**config.mk**
```make
export PLATFORM = sky130hd
export DESIGN_NAME = bcd_frequency_meter
export DESIGN_NICKNAME = d
export VERILOG_FILES = /design/src/rtl/bcd_frequency_meter.sv
export SDC_FILE = /design/constraint.sdc
export NUM_CORES = 1
export LEC_CHECK = 0
export BUFFER_PORTS_ARGS = -buffer_cell sky130_fd_sc_hd__buf_2
export CORE_MARGIN = 1
export CORE_UTILIZATION = 45
export DETAILED_ROUTE_END_ITERATION = 7
export PLACE_DENSITY = 0.6
export SLEW_MARGIN = 30
export SYNTH_ARGS = -nofsm -noshare
export SYNTH_HDL_FRONTEND = slang
export SYNTH_SLANG_ARGS = --single-unit
```
**constraint.sdc**
```tcl
create_clock -name clk_clk -period 2.9 [get_ports clk_clk]
set_input_delay 0.58 -clock clk_clk [delete_from_list [all_inputs] [get_ports clk_clk]]
set_output_delay 0.58 -clock clk_clk [all_outputs]
set_load 0.02 [all_outputs]
```
**src/rtl/bcd_frequency_meter.sv**
```systemverilog
// bcd_frequency_meter: counts signal_in rising edges over a calibrated gate window, reports 4 BCD digits
// Ports: clk_clk / reset_reset_n   clock, asynchronous active-low reset
//        signal_in                 asynchronous pulse input to be counted
//        calibration               gate select: 1 BASE/10, 2 BASE/100, 3 BASE/1000, others BASE
//        milliers..unites          BCD digits of the last completed window
//        overflow                  last completed window counted more than 9999 edges
//        update                    one-cycle strobe when the outputs reload
module bcd_frequency_meter #(
  parameter int GATE_BASE_CYCLES = 50000000,
  parameter int SYNC_STAGES      = 2
) (
  input  logic       clk_clk,
  input  logic       reset_reset_n,
  input  logic       signal_in,
  input  logic [2:0] calibration,
  output logic [3:0] unites,
  output logic [3:0] dizaines,
  output logic [3:0] centaines,
  output logic [3:0] milliers,
  output logic       overflow,
  output logic       update
);
  localparam int TW = $clog2(GATE_BASE_CYCLES);
  // Reload values are G-2: INIT/LATCH/abort take one cycle and the timer==0 cycle is the last COUNT cycle
  localparam logic [TW-1:0] G0 = TW'(GATE_BASE_CYCLES - 2);
  localparam logic [TW-1:0] G1 = TW'(GATE_BASE_CYCLES / 10 - 2);
  localparam logic [TW-1:0] G2 = TW'(GATE_BASE_CYCLES / 100 - 2);
  localparam logic [TW-1:0] G3 = TW'(GATE_BASE_CYCLES / 1000 - 2);
  typedef enum logic [1:0] {INIT, COUNT, LATCH} state_t;
  state_t                 state_q;
  logic [SYNC_STAGES-1:0] sync_q;
  logic                   dly_q;
  logic                   edge_w;
  logic                   sat_w;
  logic [2:0]             cal_q;
  logic [TW-1:0]          timer_q;
  logic [TW-1:0]          reload_w;
  logic [15:0]            cnt_q;
  logic [15:0]            cnt_d;
  logic                   ovf_q;
  logic                   ovf_d;
  logic [15:0]            digits_q;
  logic                   overflow_q;
  logic                   update_q;

  function automatic logic [15:0] bcd_inc(input logic [15:0] v);
    logic [15:0] r;
    logic        c;
    r = v;
    c = 1'b1;
    for (int i = 0; i < 4; i++) begin
      if (c) begin
        r[4*i +: 4] = v[4*i +: 4] == 4'd9 ? 4'd0 : v[4*i +: 4] + 4'd1;
        c = v[4*i +: 4] == 4'd9;
      end
    end
    return r;
  endfunction

  assign edge_w   = sync_q[SYNC_STAGES-1] & ~dly_q;
  assign sat_w    = cnt_q == 16'h9999;
  assign cnt_d    = edge_w && !sat_w ? bcd_inc(cnt_q) : cnt_q;
  assign ovf_d    = ovf_q | (edge_w & sat_w);
  assign reload_w = calibration == 3'd1 ? G1 :
                    calibration == 3'd2 ? G2 :
                    calibration == 3'd3 ? G3 : G0;

  always_ff @(posedge clk_clk or negedge reset_reset_n) begin
    if (!reset_reset_n) begin
      state_q    <= INIT;
      sync_q     <= '0;
      dly_q      <= 1'b0;
      cal_q      <= '0;
      timer_q    <= '0;
      cnt_q      <= '0;
      ovf_q      <= 1'b0;
      digits_q   <= '0;
      overflow_q <= 1'b0;
      update_q   <= 1'b0;
    end else begin
      sync_q   <= {sync_q[SYNC_STAGES-2:0], signal_in};
      dly_q    <= sync_q[SYNC_STAGES-1];
      update_q <= 1'b0;
      case (state_q)
        INIT: begin
          cal_q   <= calibration;
          timer_q <= reload_w;
          state_q <= COUNT;
        end
        COUNT: begin
          // A calibration change restarts the window with the new gate; the partial count is dropped
          if (calibration != cal_q) begin
            cal_q   <= calibration;
            timer_q <= reload_w;
            cnt_q   <= '0;
            ovf_q   <= 1'b0;
          end else begin
            cnt_q   <= cnt_d;
            ovf_q   <= ovf_d;
            timer_q <= timer_q - TW'(1);
            if (timer_q == '0) state_q <= LATCH;
          end
        end
        LATCH: begin
          // The edge of this cycle still belongs to the closing window
          digits_q   <= cnt_d;
          overflow_q <= ovf_d;
          update_q   <= 1'b1;
          cnt_q      <= '0;
          ovf_q      <= 1'b0;
          cal_q      <= calibration;
          timer_q    <= reload_w;
          state_q    <= COUNT;
        end
        default: state_q <= INIT;
      endcase
    end
  end

  assign {milliers, centaines, dizaines, unites} = digits_q;
  assign overflow = overflow_q;
  assign update   = update_q;
endmodule

```
==> run_results.csv, run 1 <==
group,metric,value,unit
worst_setup_path,crit_buf_inv,2,
yosys,yosysSeqAreaShare,0.445,
cts,cts_buffers,9,
cts,cts_tree,"done",
routing,ant_nets,0,
power_and_ir_drop,powerDensity,510,nW/um^2
routing,wire_per_inst,15.5,um
placement,gp_congestion,0.817,
grt,grt_pass1_vias,3189,
finish,n_antenna_cell,0,
die,row_count,33,
power_and_ir_drop,p_sw_frac,0.298,
yosys,postSynthCellCount,440,
yosys,postSynthAreaPerCell,8.81,sq um
finish,drive_above_1_share,0.140,
power_and_ir_drop,p_sw,0.654,mW
yosys,synth_nets,453,
cts,htree_num_levels,3,
worst_setup_path,worst_ep_required_time,3.16,ns
yosys,synth_edf_count,0,
timing,setup_viol,0,
worst_setup_path,cp_cell_sequence,"inv_1 > ha_1 > or2_2 > or4_1 > buf_4 > nor2_1 > a41oi_1 > o21ai_0",
timing,hold_ws,0.198,ns
cts,cts.sinks,69,
die,die_h,94.8,um
die,start_util,0.470,
worst_setup_path,critical-path-slowest-cell,"or4_1",
power_and_ir_drop,peakVddDrop,0.285,mV
power_and_ir_drop,p_seq_frac,0.488,
worst_setup_path,reg2reg_from,"state_q[0]$_DFFE_PN0P_",
routing,postRouteWirelength,8840,um
timing,finalCritPeriodShare,0.883,
worst_setup_path,worstPathArrival,2.82,ns
timing,tns,0,ns
die,die_area,8990,sq um
worst_setup_path,crit_family,"simple AND/OR/NAND/NOR gates",
die,die-width,94.8,um
cts,clock_path_buffers,2,
grt,antenna_found_initial,0,
cts,clock_latency,0.35,ns
worst_setup_path,slowest_delay,0.80,ns
grt,use_met2,0.329,
worst_setup_path,crit_end,"timer_q[19]$_DFFE_PN0N_",
outcome,outcome,"finished clean",
worst_setup_path,cp-end-kind,"flop",
grt,grt_usage,0.219,
cts,cts-root-buf,"clkbuf_8",
worst_setup_path,start_kind,"flop",
die,io_pins,24,
cts,post_cts_buffers,0,
worst_setup_path,cp.depth,8,
yosys,ys_async_sr_fraction,1.00,
finish,fin_util,0.522,
routing,vias_per_cell,5.82,
yosys,synth_seq_cells,69,
yosys,synthDistinctLibCells,53,
run,drv_cap,0,
finish,fin_nets,473,
timing,finalHoldViolCount,0,
power_and_ir_drop,combPwrFrac,0.158,
yosys,synth-main-ff-cell,"dfrtp_1",
finish,area_delta_synth_final,11.1,%
worst_setup_path,reg2reg_slack,0.34,ns
routing,dr.pass1.iters,4,
cts,clk_pin_slew_worst_paths,0.08,ns
cts,postCtsHoldBufs,0,
worst_setup_path,rr_worst_depth,8,
timing,finalCriticalPeriod,2.56,ns
power_and_ir_drop,internal_power,1.54,mW
routing,vias,3315,
cts,cts_resized,0,
power_and_ir_drop,clockPowerShare,0.354,
grt,grt_max_degree,40,
grt,gr-usage-met3,0.0290,
worst_setup_path,crit_type,"flop to flop",
placement,place.detailed.hpwl,6180,um
power_and_ir_drop,p_leak,1.78,nW
yosys,syn-cell-area,3880,sq um
routing,drc_errors,0,
timing,rsz0062_at_grt,"false",
grt,busiest_layer,"met2",
placement,io_buffers,23,
grt,grt_overflow,0,
worst_setup_path,startpoint,"state_q[0]$_DFFE_PN0P_",
timing,skew,0.0107,ns
worst_setup_path,worstPathMaxFanout,16,
timing,finalMaxSlewViolations,0,
grt,grt_pass1_wl,15400,um
worst_setup_path,worst_r2r_endpoint,"timer_q[19]$_DFFE_PN0N_",
min_path,hold_path.class,"primary input to async pin",
timing,worst_slew_pin_slew,0.713,ns
grt,use_met1,0.321,
routing,first_iter_violations,188,
die,coreArea,8260,sq um
yosys,ys_warn_count,0,
timing,timing.fmax,391,MHz
timing,maxSlewHeadroom,0.525,
==> placed cells by master, fill, tap and decap left out, drive strengths merged, types with 16 or more instances in the layout <==
cell,Yosys,layout
dfrtp,69,69
nor2,49,49
a21oi,40,40
o21ai,36,36
buf,2,36
nand2,27,27
a31oi,18,18
nand3,17,17
inv,16,16
==> cells in the mapped netlist, types with 8 or more instances <==
library cell   n  area (sq um)
nor2_1        49           184
or3_1         10          62.6
a31oi_1       18           113
nand3_1       16          80.1
nand2_1       27           101
clkbuf_1      25          93.8
nand4_1        8          50.1
or4_1         10          75.1
inv_1         16          60.1
o21ai_0       36           180
nand2b_1       9          56.3
dfrtp_1       69          1730
a21oi_1       40           200
nor3_1        11          55.1
==> cell families after synthesis <==
logic type      synth area share
xor+xnor                  0.0226
compound gates             0.210
mux                       0.0113
simple gates               0.245
flops                      0.445
buf+inv                   0.0432
fa+ha+maj                 0.0226
==> layout make-up <==
cell class / count / area [sq um]
Timing Repair Buffer: 36 / 213
Fill cell: 779 / 3950
Inverter: 17 / 63.8
Sequential cell: 69 / 1730
Multi-Input combinational cell: 327 / 1980
Tap cell: 105 / 131
Clock buffer: 10 / 128
Clock inverter: 6 / 63.8
==> per-stage QoR <==
stage	setup slack (ns)	instance area [sq um]	instances	power, mW
final	0.340	4310	570	2.20
after global routing	0.153	4310	570	2.31
after CTS	0.333	4310	570	2.21
after detailed placement	0.324	4120	554	1.44
after global placement	0.393	4120	554	1.43
after floorplan	0.637	3880	440	1.32
==> worst min path at each step <==
stage	startpoint	end	slack, ns	depth (start not counted)
floorplan	reset_reset_n	cal_q[0]$_DFFE_PN0P_	0.28	0
global placement	sync_q[0]$_DFF_PN0_	sync_q[1]$_DFF_PN0_	0.33	0
detailed placement	sync_q[0]$_DFF_PN0_	sync_q[1]$_DFF_PN0_	0.34	0
CTS	reset_reset_n	cnt_q[14]$_DFFE_PN0P_	0.21	1
global route	reset_reset_n	cnt_q[14]$_DFFE_PN0P_	0.23	1
finish	reset_reset_n	cnt_q[14]$_DFFE_PN0P_	0.20	1
==> power by group through the flow <==
stage / Clock [mW] / Combinational (mW) / Sequential (mW)
2_1_floorplan: 0 / 0.247 / 1.07
3_3_place_gp: 0 / 0.342 / 1.09
3_5_place_dp: 0 / 0.349 / 1.09
4_1_cts: 0.796 / 0.349 / 1.07
5_1_grt: 0.838 / 0.394 / 1.08
6_report: 0.778 / 0.347 / 1.07
==> layer usage <==
layer | vias up | part of all wire
met5 | - | 0
met4 | 0 | 0.016
met3 | 10 | 0.034
met2 | 58 | 0.42
met1 | 1589 | 0.53
li1 | 1658 | -
==> registers in the layout, indices dropped and copies added, names as in the netlist <==
| register | flops |
|---|---|
| timer_q | 26 |
| ovf_q | 1 |
| overflow | 1 |
| cnt_q | 16 |
| dly_q | 1 |
| sync_q | 2 |
| update | 1 |
| state_q | 2 |
| digits_q | 16 |
| cal_q | 3 |
No activity file was read; power rests on OpenSTA's default activity.
==> run 2, diff against run 1 <==
--- a/config.mk
+++ b/config.mk
@@ -7,9 +7,9 @@
 export LEC_CHECK = 0
 export BUFFER_PORTS_ARGS = -buffer_cell sky130_fd_sc_hd__buf_2
 export CORE_MARGIN = 1
-export CORE_UTILIZATION = 45
+export CORE_UTILIZATION = 50
 export DETAILED_ROUTE_END_ITERATION = 7
-export PLACE_DENSITY = 0.6
+export PLACE_DENSITY = 0.66
 export SLEW_MARGIN = 30
 export SYNTH_ARGS = -nofsm -noshare
 export SYNTH_HDL_FRONTEND = slang
==> run_results.csv, run 2 (synthesis gave the netlist of run 1 again) <==
group,metric,value,unit
finish,n_fill_cell,675,
finish,top_register,"timer_q",
routing,postRouteWirelength,8600,um
die,row_count,31,
routing,first_iter_violations,220,
timing,timing.fmax,384,MHz
timing,finalCritPeriodShare,0.897,
finish,largest_reg_flops,26,
timing,finalHoldViolCount,0,
cts,clock_latency,0.35,ns
routing,drc_errors,0,
finish,fin_nets,469,
placement,gp_congestion,0.785,
cts,cts-root-buf,"clkbuf_8",
power_and_ir_drop,p_leak,1.76,nW
timing,finalMaxSlewViolations,0,
die,die_h,90.1,um
worst_setup_path,cp-end-kind,"flop",
timing,setup_ws,0.298,ns
worst_setup_path,start_kind,"flop",
routing,vias_per_cell,6.04,
grt,grt_overflow,0,
cts,cts_buffers,9,
grt,grt_usage,0.227,
die,io_pins,24,
timing,maxSlewHeadroom,0.406,
cts,cts_resized,0,
finish,layout_common_cells,"dfrtp_1 (69), nor2_1 (49), a21oi_1 (40)",
worst_setup_path,crit_type,"flop to flop",
grt,grt_pass1_wl,14800,um
grt,grt_max_degree,70,
timing,finalCriticalPeriod,2.60,ns
timing,setup_viol,0,
routing,dr.pass1.iters,4,
cts,clock_path_buffers,2,
power_and_ir_drop,peakVddDrop,0.264,mV
worst_setup_path,worstPathArrival,2.84,ns
placement,io_buffers,23,
routing,wire_per_inst,15.4,um
die,start_util,0.526,
cts,cts_tree,"done",
grt,grt_pass1_vias,3031,
run,drv_cap,0,
die,die-width,90.1,um
routing,ant_nets,0,
timing,rsz0062_at_grt,"false",
finish,largestRegisters,"timer_q (26), cnt_q (16), digits_q (16)",
power_and_ir_drop,powerDensity,509,nW/um^2
timing,skew,0.0108,ns
cts,clk_pin_slew_worst_paths,0.07,ns
timing,tns,0,ns
cts,postCtsHoldBufs,0,
routing,vias,3373,
finish,drive_above_1_share,0.126,
worst_setup_path,worst_ep_required_time,3.14,ns
die,coreArea,7370,sq um
die,die_area,8110,sq um
timing,worst_slew_pin_slew,0.892,ns
cts,post_cts_buffers,0,
finish,fin_cells,558,
placement,place.detailed.hpwl,5780,um
finish,n_antenna_cell,0,
placement,dp.cells,544,
placement,pre_cts_slack,0.327,ns
finish,area_delta_synth_final,9.97,%
cts,htree_num_levels,3,
grt,antenna_found_initial,0,
finish,final_common_cell,"dfrtp_1",
outcome,outcome,"finished clean",
cts,cts.sinks,69,
min_path,hold_path.class,"primary input to async pin",
worst_setup_path,worstPathMaxFanout,17,
run 2: cell types whose count changed in the layout (fill, tap and decap cells not counted), sizes merged:
cell      change
clkinvlp      -2
clkbuf        +2
buf           -4
clkinv        -2
run 2: worst max-delay path, stage by stage, from the launching register on:
cell and delay, ns:
dfrtp_1 0.39, inv_1 0.08, ha_1 0.21, or2_2 0.33, or4_1 0.81, buf_4 0.29, a21oi_1 0.12, nor2_1 0.05
o22a_1 0.21
run 2: layer usage:
metal | GRT usage | vias up | wire length [um]
li1 | - | 1649 | -
met1 | 0.334 | 1611 | 4250
met2 | 0.331 | 103 | 3800
met3 | 0.0482 | 10 | 431
met4 | 0.0780 | 0 | 112
met5 | 0 | - | 0
run 2: power breakdown:
group / switching, mW / internal [mW] / leakage, nW / total [mW]
clock: 0.343 / 0.411 / 0.0923 / 0.753
sequential: 0.0534 / 1.02 / 0.878 / 1.07
combinational: 0.218 / 0.129 / 0.791 / 0.347
total: 0.614 / 1.56 / 1.76 / 2.17
run 2: cell type report:
cell class | count | area [sq um] | area share
clock buffers | 12 | 145 | 0.0340
flip-flops and latches | 69 | 1730 | 0.405
repair buffers | 32 | 186 | 0.0437
clock inverters | 2 | 35.0 | 0.00822
well taps | 99 | 124 | 0.0290
inverters | 17 | 63.8 | 0.0150
multi-input cells | 327 | 1980 | 0.465
run 2: worst paths after layout:
path                                         from                      end  slack, ns  cells after the start
max reg2reg                state_q[0]$_DFFE_PN0P_  timer_q[16]$_DFFE_PN0N_       0.30                      8
max                        state_q[0]$_DFFE_PN0P_  timer_q[16]$_DFFE_PN0N_       0.30                      8
min in group clk_clk                    signal_in      sync_q[0]$_DFF_PN0_       0.34                      1
min                                 reset_reset_n    cnt_q[15]$_DFFE_PN0P_       0.30                      2
max in group asynchronous           reset_reset_n    cnt_q[12]$_DFFE_PN0P_       2.13                      2
min reg2reg                   sync_q[0]$_DFF_PN0_      sync_q[1]$_DFF_PN0_       0.35                      0
run 2: per-stage QoR:
stage               total power [mW]  hold slack, ns  instance area, sq um   util
floorplan                       1.32           0.284                  3880      -
global placement                1.42           0.332                  4080  0.554
detailed placement              1.43           0.339                  4080  0.554
CTS                             2.19           0.331                  4260  0.578
global route                    2.29           0.330                  4260  0.579
finish                          2.17           0.299                  4260  0.579
==> run 3, diff against run 2 <==
--- a/config.mk
+++ b/config.mk
@@ -5,11 +5,12 @@
 export SDC_FILE = /design/constraint.sdc
 export NUM_CORES = 1
 export LEC_CHECK = 0
+export ABC_AREA = 1
 export BUFFER_PORTS_ARGS = -buffer_cell sky130_fd_sc_hd__buf_2
 export CORE_MARGIN = 1
 export CORE_UTILIZATION = 50
 export DETAILED_ROUTE_END_ITERATION = 7
-export PLACE_DENSITY = 0.66
+export PLACE_DENSITY = 0.65
 export SLEW_MARGIN = 30
 export SYNTH_ARGS = -nofsm -noshare
 export SYNTH_HDL_FRONTEND = slang
==> run_results.csv, run 3 <==
group,metric,value,unit
placement,place_area,4360,sq um
routing,dr.pass1.iters,5,
routing,drc_errors,0,
routing,postRouteWirelength,9680,um
finish,fin_nets,604,
cts,clock_latency,0.36,ns
yosys,synth_common_cells,"nand2_1 (161), dfrtp_1 (69), nor2_1 (67)",
timing,timing.fmax,463,MHz
placement,pre_cts_slack,0.800,ns
die,io_pins,24,
cts,htree_num_levels,3,
power_and_ir_drop,power,2.52,mW
cts,cts-root-buf,"clkbuf_8",
cts,clk_pin_slew_worst_paths,0.08,ns
timing,worst_slew_pin_slew,0.755,ns
routing,wire_per_inst,13.9,um
worst_setup_path,worstPathMaxFanout,17,
yosys,yosysSeqAreaShare,0.420,
finish,fin_cells,697,
finish,drive_above_1_share,0.131,
timing,hold_ws,0.251,ns
routing,first_iter_violations,237,
timing,finalMaxSlewViolations,0,
cts,cts_tree,"done",
finish,n_antenna_cell,0,
min_path,hold_path.class,"primary input to async pin",
yosys,synthDistinctLibCells,40,
placement,io_buffers,23,
die,coreArea,7850,sq um
grt,grt_overflow,0,
finish,area_delta_synth_final,11.9,%
worst_setup_path,crit_type,"flop to flop",
placement,place.detailed.hpwl,6930,um
worst_setup_path,reg2reg_from,"cnt_q[8]$_DFFE_PN0P_",
yosys,postSynthAreaPerCell,7.34,sq um
grt,grt_usage,0.254,
finish,final_cell_area,4600,sq um
yosys,ys_async_sr_fraction,1.00,
grt,antenna_found_initial,0,
yosys,synth_top_cells_by_area,"dfrtp_1 (42%), nand2_1 (15%), nor2_1 (6.1%), nand3_1 (5.4%), inv_1 (5.2%)",
die,start_util,0.524,
yosys,synth_top_area_share,0.420,
outcome,outcome,"finished clean",
worst_setup_path,worst_r2r_endpoint,"digits_q[5]$_DFFE_PN0P_",
cts,cts_buffers,9,
timing,finalHoldViolCount,0,
finish,fin_util,0.586,
yosys,syn-cell-area,4110,sq um
yosys,synth_most_common_cell,"nand2_1",
worst_setup_path,rr_worst_depth,8,
yosys,ys_warn_count,0,
timing,tns,0,ns
worst_setup_path,start_kind,"flop",
die,die_area,8590,sq um
finish,layout_common_cells,"nand2_1 (161), dfrtp_1 (69), nor2_1 (67)",
finish,largestRegisters,"timer_q (26), cnt_q (16), digits_q (16)",
worst_setup_path,cp-end-kind,"flop",
timing,maxSlewHeadroom,0.496,
timing,setup_viol,0,
grt,grt_pass1_wl,16900,um
power_and_ir_drop,p_leak,2.28,nW
grt,grt_pass1_vias,3455,
yosys,synth-main-ff-cell,"dfrtp_1",
yosys,synth_seq_cells,69,
die,row_count,32,
yosys,synth_largest_area_cell,"dfrtp_1",
yosys,synth_nets,573,
timing,setup_ws,0.738,ns
yosys,postSynthCellCount,560,
routing,vias_per_cell,5.33,
run,drv_cap,0,
timing,skew,0.0116,ns
finish,top_register,"timer_q",
worst_setup_path,worst_ep_required_time,3.10,ns
yosys,synth_edf_count,0,
die,die-width,92.7,um
cts,cts.sinks,69,
power_and_ir_drop,peakVddDrop,0.269,mV
die,die_h,92.7,um
timing,rsz0062_at_grt,"false",
cts,clock_path_buffers,2,
power_and_ir_drop,powerDensity,547,nW/um^2
placement,gp_congestion,0.974,
finish,final_common_cell,"nand2_1",
worst_setup_path,startpoint,"cnt_q[8]$_DFFE_PN0P_",
finish,largest_reg_flops,26,
routing,vias,3713,
grt,grt_max_degree,42,
placement,dp.cells,682,
cts,cts_resized,0,
timing,finalCriticalPeriod,2.16,ns
worst_setup_path,reg2reg_slack,0.74,ns
worst_setup_path,worstPathArrival,2.36,ns
cts,post_cts_buffers,0,
cts,postCtsHoldBufs,0,
timing,finalCritPeriodShare,0.746,
routing,ant_nets,0,
==> run 3: cell types whose count changed in the layout (fill, tap and decap cells not counted), moves of 10 or more <==
cell,change
a21oi_1,-16
a31oi_1,-16
inv_1,+41
nand2_1,+134
nand3_1,+28
nor2_1,+18
or3_1,-10
or4_1,-10
==> run 3: power by group <==
| group | switching [mW] | leakage, nW | total [mW] | internal (mW) |
|---|---|---|---|---|
| clock | 0.393 | 0.119 | 0.960 | 0.568 |
| sequential | 0.0917 | 0.875 | 1.13 | 1.04 |
| combinational | 0.281 | 1.29 | 0.428 | 0.147 |
==> run 3: kinds of logic after synthesis <==
| logic type | synth area share |
|---|---|
| simple gates | 0.315 |
| compound gates | 0.132 |
| xor+xnor | 0.0362 |
| fa+ha+maj | 0.0213 |
| mux | 0.00274 |
| flops | 0.420 |
| buf+inv | 0.0728 |
==> run 3: worst max path at each step <==
stage	endpoint	slack (ns)	cells past startpoint
2_1_floorplan	timer_q[24]$_DFFE_PN0N_	1.20	9
3_3_place_gp	cal_q[0]$_DFFE_PN0P_	0.83	7
3_5_place_dp	digits_q[5]$_DFFE_PN0P_	0.80	8
4_1_cts	digits_q[5]$_DFFE_PN0P_	0.76	8
5_1_grt	timer_q[24]$_DFFE_PN0N_	0.56	10
6_report	digits_q[5]$_DFFE_PN0P_	0.74	8
==> run 3: worst max-delay path, cell delays in order, from the launching register on <==
cell	delay (ns)
dfrtp_1	0.44
ha_1	0.22
nand3_1	0.27
nor2_8	0.10
a21oi_4	0.45
buf_4	0.27
nand2_1	0.08
o21ai_2	0.08
o21ai_0	0.09
==> run 3: metal layers <==
layer	global-route usage	routed length (um)	part of all wire
met4	0.0987	220	0.023
met2	0.365	4140	0.43
met1	0.370	4830	0.50
met5	0	0	0
met3	0.0591	496	0.051
==> run 3: final cells by class <==
type / count / area [sq um]
timing repair buffer: 32 / 195
tap: 102 / 128
multi-input combinational: 418 / 2080
clock buffer: 9 / 124
inverter: 61 / 230
sequential: 69 / 1730
fill: 739 / 3250
clock inverter: 6 / 113
